===== src/rtl/serial_word_receiver.sv =====
// Framed serial-to-parallel receiver: start/data/parity/stop check into a small word FIFO.
// Word valid one clk after stop sample; dout held until dout_ready, full FIFO drops word and sets overrun.
module serial_word_receiver #(
    parameter int WIDTH      = 4,
    parameter int PARITY_EN  = 1,
    parameter int FIFO_DEPTH = 2
) (
    input  logic                          clk,
    input  logic                          reset,
    input  logic                          serialin,
    input  logic                          sample_en,
    output logic [WIDTH-1:0]              dout,
    output logic                          dout_perr,
    output logic                          dout_valid,
    input  logic                          dout_ready,
    output logic                          frame_err,
    output logic                          overrun,
    input  logic                          clear_err,
    output logic                          busy,
    output logic [$clog2(FIFO_DEPTH):0]   count
);
    localparam int AW = $clog2(FIFO_DEPTH);
    localparam int CW = AW + 1;
    localparam logic [4:0] LAST_BIT = 5'(WIDTH - 1);

    typedef enum logic [2:0] {IDLE, DATA, PARITY, STOP, BRK} state_t;

    state_t             state_q, state_d;
    logic [4:0]         bit_idx_q, bit_idx_d;
    logic [WIDTH-1:0]   shreg_q, shreg_d;
    logic               perr_q, perr_d;
    logic               ferr_q, ferr_d;
    logic               overrun_q, overrun_d;
    logic               push_req;

    logic [WIDTH:0]     mem_q [FIFO_DEPTH];
    logic [AW-1:0]      wr_ptr_q, rd_ptr_q;
    logic [CW-1:0]      count_q;
    logic               full, pop, push, drop;

    always_comb begin
        state_d   = state_q;
        bit_idx_d = bit_idx_q;
        shreg_d   = shreg_q;
        perr_d    = perr_q;
        ferr_d    = 1'b0;
        push_req  = 1'b0;
        if (sample_en) begin
            case (state_q)
                IDLE: begin
                    if (!serialin) begin
                        state_d   = DATA;
                        bit_idx_d = 5'd0;
                        perr_d    = 1'b0;
                    end
                end
                DATA: begin
                    shreg_d   = {serialin, shreg_q[WIDTH-1:1]};
                    bit_idx_d = bit_idx_q + 5'd1;
                    if (bit_idx_q == LAST_BIT) state_d = (PARITY_EN != 0) ? PARITY : STOP;
                end
                PARITY: begin
                    perr_d  = (^shreg_q) ^ serialin;
                    state_d = STOP;
                end
                STOP: begin
                    if (serialin) begin
                        push_req = 1'b1;
                        state_d  = IDLE;
                    end else begin
                        ferr_d  = 1'b1;
                        state_d = BRK;
                    end
                end
                BRK: begin
                    // Only a returned-high line re-arms start detection.
                    if (serialin) state_d = IDLE;
                end
                default: state_d = IDLE;
            endcase
        end
    end

    assign full = (count_q == CW'(FIFO_DEPTH));
    assign pop  = dout_valid & dout_ready;
    assign push = push_req & (~full | pop);
    assign drop = push_req & full & ~pop;

    always_comb begin
        overrun_d = overrun_q;
        if (clear_err) overrun_d = 1'b0;
        if (drop)      overrun_d = 1'b1;
    end

    always_ff @(posedge clk or negedge reset) begin
        if (!reset) begin
            state_q   <= IDLE;
            bit_idx_q <= 5'd0;
            shreg_q   <= '0;
            perr_q    <= 1'b0;
            ferr_q    <= 1'b0;
            overrun_q <= 1'b0;
        end else begin
            state_q   <= state_d;
            bit_idx_q <= bit_idx_d;
            shreg_q   <= shreg_d;
            perr_q    <= perr_d;
            ferr_q    <= ferr_d;
            overrun_q <= overrun_d;
        end
    end

    always_ff @(posedge clk or negedge reset) begin
        if (!reset) begin
            for (int i = 0; i < FIFO_DEPTH; i++) mem_q[i] <= '0;
            wr_ptr_q <= '0;
            rd_ptr_q <= '0;
            count_q  <= '0;
        end else begin
            if (push) begin
                mem_q[wr_ptr_q] <= {perr_q, shreg_q};
                wr_ptr_q        <= wr_ptr_q + 1'b1;
            end
            if (pop) rd_ptr_q <= rd_ptr_q + 1'b1;
            count_q <= count_q + CW'(push) - CW'(pop);
        end
    end

    assign dout       = mem_q[rd_ptr_q][WIDTH-1:0];
    assign dout_perr  = mem_q[rd_ptr_q][WIDTH];
    assign dout_valid = (count_q != '0);
    assign count      = count_q;
    assign frame_err  = ferr_q;
    assign overrun    = overrun_q;
    assign busy       = (state_q != IDLE);
endmodule

===== config.mk =====
export PLATFORM = sky130hd
export DESIGN_NAME = serial_word_receiver
export DESIGN_NICKNAME = d
export VERILOG_FILES = /design/src/rtl/serial_word_receiver.sv
export SDC_FILE = /design/constraint.sdc
export NUM_CORES = 1
export LEC_CHECK = 0
export BUFFER_PORTS_ARGS = -buffer_cell sky130_fd_sc_hd__buf_2
export CORE_ASPECT_RATIO = 0.75
export CORE_MARGIN = 2
export CORE_UTILIZATION = 55
export DETAILED_ROUTE_END_ITERATION = 8
export GPL_TIMING_DRIVEN = 0
export PLACE_DENSITY = 0.73
export SLEW_MARGIN = 20
export SYNTH_ARGS = -nofsm -noshare
export SYNTH_HDL_FRONTEND = slang
export SYNTH_SLANG_ARGS = --single-unit

===== constraint.sdc =====
create_clock -name clk -period 5.45 [get_ports clk]
set_input_delay 1.09 -clock clk [delete_from_list [all_inputs] [get_ports clk]]
set_output_delay 1.09 -clock clk [all_outputs]
set_load 0.01 [all_outputs]

== After elaboration in Yosys (flattened, before gate mapping) ==
Cells that the tools add are included.
Cells by class
  add/sub/neg operators: 5
  multiply operators: 0
  div/mod/pow operators: 0
  magnitude comparators: 3
  equal/unequal tests: 9
  shift operators: 0
  muxes and demuxes: 23
  bitwise gates (word level): 10
  reductions and logical operators: 12
Operators with widths (count)
  $mux W5: 5
  $pmux W3 S5: 1
  $mux W3: 4
  $bwmux W10: 1
  $pmux W5 S2: 1
  $mux W1: 9
  $reduce_bool A2 Y1: 4
  $eq A3 B2 Y1 const B: 2
  $ne A2 B2 Y1 const B: 3
  $reduce_and A3 Y1: 2
  $add A5 B1 Y5 const B: 1
  $demux W5 S1: 1
  $eq A5 B2 Y1 const B: 1
  $and A1 B1 Y1: 4
  $ge A2 B2 Y1 const B: 2
  $not A1 Y2: 2
  $reduce_and A4 Y1: 1
  $reduce_xor A4 Y1: 1
  $eq A3 B1 Y1 const B: 1
  $eq A3 B3 Y1 const B: 1
  $logic_not A3 Y1: 1
  $reduce_bool A3 Y1: 1
  $add A1 B1 Y1 const B: 2
  $add A2 B1 Y2: 1
  9 further kinds: 10
Storage, ports and cells
  register bits: 29
  latch bits: 0
  memory bits (writable): 0
  memory bits (read-only): 0
  input bits: 6
  output and inout port bits: 11
  logic and storage cells: 73
  memories kept: 0

== Depth between registers and ports, before layout ==
  depth after elaboration: 6
  mapped depth: 8
  gate-level depth less buffers: 7

== Least setup slack after synthesis ==
OpenSTA, ideal clock, no wires.
  path kind: input-to-reg
  start point: input dout_ready
  end point: register count_q[1], in the netlist count[1]
  library setup time: 80 ps
  arrival: 2372 ps
  required time: 5370 ps
  setup slack: 2998 ps
  stages on the path: 7
  buffers on the path: 0
  cell sequence: or3b_2 nand3_1 ha_1 inv_1 ha_1 xnor2_1 xnor2_1
On the way
  cells in the longest elaborated chain, start to end: 5
RTL lines
  start, declared: RTL line 15  | input logic dout_ready,
  $and A1 B1 Y1 *: RTL line 85  | assign pop = dout_valid & dout_ready;
  $or A1 B1 Y1: RTL line 86  | assign push = push_req & (~full | pop);
  $and A1 B1 Y1: RTL line 86
  $add A2 B1 Y2: RTL line 125  | count_q <= count_q + CW'(push) - CW'(pop);
  $sub A2 B1 Y2 *: RTL line 125
  end signal, assigned: RTL line 125
  end, declared: RTL line 38  | logic [CW-1:0] count_q;
Every way passes the cells marked *; elsewhere a longest branch is shown, timed or not.
A chain may end at the register's enable or synchronous reset.

== Final worst setup path ==
  start point: register rd_ptr_q
  end point: output dout_perr
On the way
  cells in the longest elaborated chain, start to end: 4
RTL lines
  start, declared: RTL line 37  | logic [AW-1:0] wr_ptr_q, rd_ptr_q;
  start signal, assigned: RTL line 124  | if (pop) rd_ptr_q <= rd_ptr_q + 1'b1;
  $not A1 Y2 (not written as such): RTL line 130  | assign dout_perr = mem_q[rd_ptr_q][WIDTH];
  $mux W5 (not written as such) (3 in series): RTL line 130
  end, declared: RTL line 13  | output logic dout_perr,
No other way between the ends. The select of a mux whose other input is x is not followed.

==> summary.txt <==
hold path endpoint: count[1]
Gate power share: 39.8%
Pwr Density: 515.0 mW/mm²
TNS Setup: 0 ps
io pins: 17
Filler cells: 190
cells after synthesis: 107
number of CTS-inserted buffers: 5
Net Sw Frac: 34.80%
core area: 0.002346 mm²
syn_area_per_cell: 13.06 µm²
Vias/cell: 5.573
Clock Skew: 7.117 ps
total global routing overflow: 0
sequential fraction of design power: 44.2%
top-count cell post-synth: dfrtp_1
Post-synth EDFFs: 0
Synth Register Bits: 29
DR pass1 iterations: 4
final setup fails: 0
P_sw: 282.3 µW
worst-skew pair later-pin latency: 320 ps
post-synth top area cell: dfrtp_1
Buffers on Ports: 16
share of layout cells above drive strength 1: 38.46%
Starting Density: 59.57%
Die Ht: 47.66 µm
Final ANT Viol Nets: 0
Hold Crit Class: reg -> reg
reg2reg setup slack: 3580 ps
root buffer selected by CTS: clkbuf_4
Area growth syn-to-layout: 12.71%
max_slew headroom: 57.52%
reported max-cap violation count: 0
number of vias in the routed layout: 914
First DRT Iteration DRCs: 42
syn_nets: 116
row count: 15
first-pass GRT wire length: 4.036 mm
Max VDD drop: 0.0002695 V
Placer Congestion: 0.8506
startpoint types: flop
DRC errors left: 0
total power: 811.3 µW
critical path required time: 4360 ps
Reg clk slew, reported paths: 80 ps
Post-CTS Resized: 0
reg2reg start: count[0]
Cell Area, Synth: 0.001398 mm²
status: finished, final reports clean
n_diodes: 0
critical path class: reg -> out
Post-synth top cells: dfrtp_1 (29), mux2_2 (20), inv_1 (7)
Slew Viols, Final: 0
sequential area share after synthesis: 51.92%
Detailed Place HPWL: 1.670 mm
Die Width: 62.21 µm
die area: 0.002964 mm²
pre-CTS setup slack: 2831 ps
Final Cycle Share: 46.57%
main area contributors after synthesis: dfrtp_1 (52%), mux2_2 (16%), xnor2_1 (3.1%)
smallest hold slack: 505.4 ps
H-tree levels: 2
Async S/R FF share, synth: 100.0%
Fin. Hold Viols: 0
fmax: 394.0 MHz
CP endpoint kind: output pin
crit path max fanout: 6
Most used DFF post-synth: dfrtp_1
setup ws final: 2912 ps
clk sink count: 29
HP Start: count[1]
Worst-Margin Slew: 637.1 ps
RSZ-0062 raised after global routing: false
clock power share: 16.0%
gr usage total: 19.07%
routed len/inst: 14.37 µm
Final min period: 2538 ps
synth warn: 0
reg2reg end: count[1]
antenna violations before repair: 0
Clock Path Buffers: 2
vias in the first global route: 885
WL final: 2.357 mm
worst reg2reg path depth: 7
CTS tree: yes
hold-fix buffers at CTS: 0
final net count: 139
top cell type's share of synthesized area: 51.92%
worst hold path cell count: 1
Setup Fix Bufs, Post-CTS: 0
Leak: 0.7686 nW
Int Power: 529.0 µW
pin count of the biggest net entering global routing: 30
post-synthesis cell type count: 35
CP arrival: 1450 ps
logic make-up (layout without fill, tap and decap cells):
family | after synthesis | after routing | synth area share [%]
compound gates | 14 | 14 | 7.789
xor+xnor | 8 | 8 | 5.998
fa+ha+maj | 3 | 3 | 2.686
buf+inv | 11 | 34 | 3.223
flops | 29 | 29 | 51.93
mux | 21 | 21 | 16.83
simple gates | 21 | 21 | 11.55
power groups by stage:
stage,sequential (mW),clock (mW),combinational (mW)
after CTS,0.359,0.134,0.326
final,0.359,0.129,0.323
after detailed placement,0.364,0,0.324
after floorplan,0.349,0,0.250
after global placement,0.356,0,0.318
after global routing,0.371,0.142,0.359
cell type report:
| class | count | area (µm²) | area share [%] |
|---|---|---|---|
| sequential | 29 | 725.7 | 46.07 |
| clock buffer | 7 | 55.05 | 3.495 |
| buffer | 4 | 18.77 | 1.191 |
| timing repair buffer | 16 | 80.08 | 5.083 |
| tap | 34 | 42.54 | 2.701 |
| multi-input combinational | 67 | 626.9 | 39.79 |
| inverter | 7 | 26.28 | 1.668 |
critical path, stage by stage (launching register included):
cell and delay [ps]:
dfrtp_1 330, clkbuf_1 290, mux2_2 380, buf_2 140
how the worst max path moves through the flow:
stage | start | end | slack (ps) | cells after the start
after floorplan | dout_ready | count[1] | 3000 | 7
after global placement | dout_ready | count[1] | 2830 | 8
after detailed placement | dout_ready | count[1] | 2830 | 8
after CTS | rd_ptr_q | dout_perr | 2890 | 3
after global routing | rd_ptr_q | dout[1] | 2840 | 3
final | rd_ptr_q | dout_perr | 2910 | 3
layer usage:
metal	share of wire (%)	global-route usage, %	vias to the layer above
met5	0	0	-
met4	2.1	13.33	0
met3	5.6	5.882	7
met2	44	31.74	22
met1	48	22.54	451
li1	-	-	434
flip-flops by register name, summed over array words and instances (netlist names), 2 cells and up:
name	flops
count	2
bit_idx_q	5
state_q	3
mem_q	10
shreg_q	4
cells in the final DEF (no fill, tap or decap), types with 2 or more instances in the layout:
| master | instances |
|---|---|
| a2111oi_0 | 2 |
| a22o_1 | 4 |
| buf_2 | 19 |
| clkbuf_1 | 2 |
| clkbuf_4 | 5 |
| dfrtp_1 | 29 |
| ha_1 | 3 |
| inv_1 | 7 |
| mux2_2 | 20 |
| nand2_1 | 2 |
| nand3_1 | 3 |
| nor2_1 | 3 |
| o21ai_0 | 2 |
| xnor2_1 | 5 |
| xor2_1 | 2 |
stage by stage:
stage / std cells / instance area (µm²) / util [%]
after floorplan: 107 / 1398 / -
after global placement: 157 / 1520 / 64.80
after detailed placement: 157 / 1520 / 64.80
after CTS: 164 / 1575 / 67.15
after global routing: 164 / 1575 / 67.15
final: 164 / 1575 / 67.15
Power figures use the tool's default switching activity.
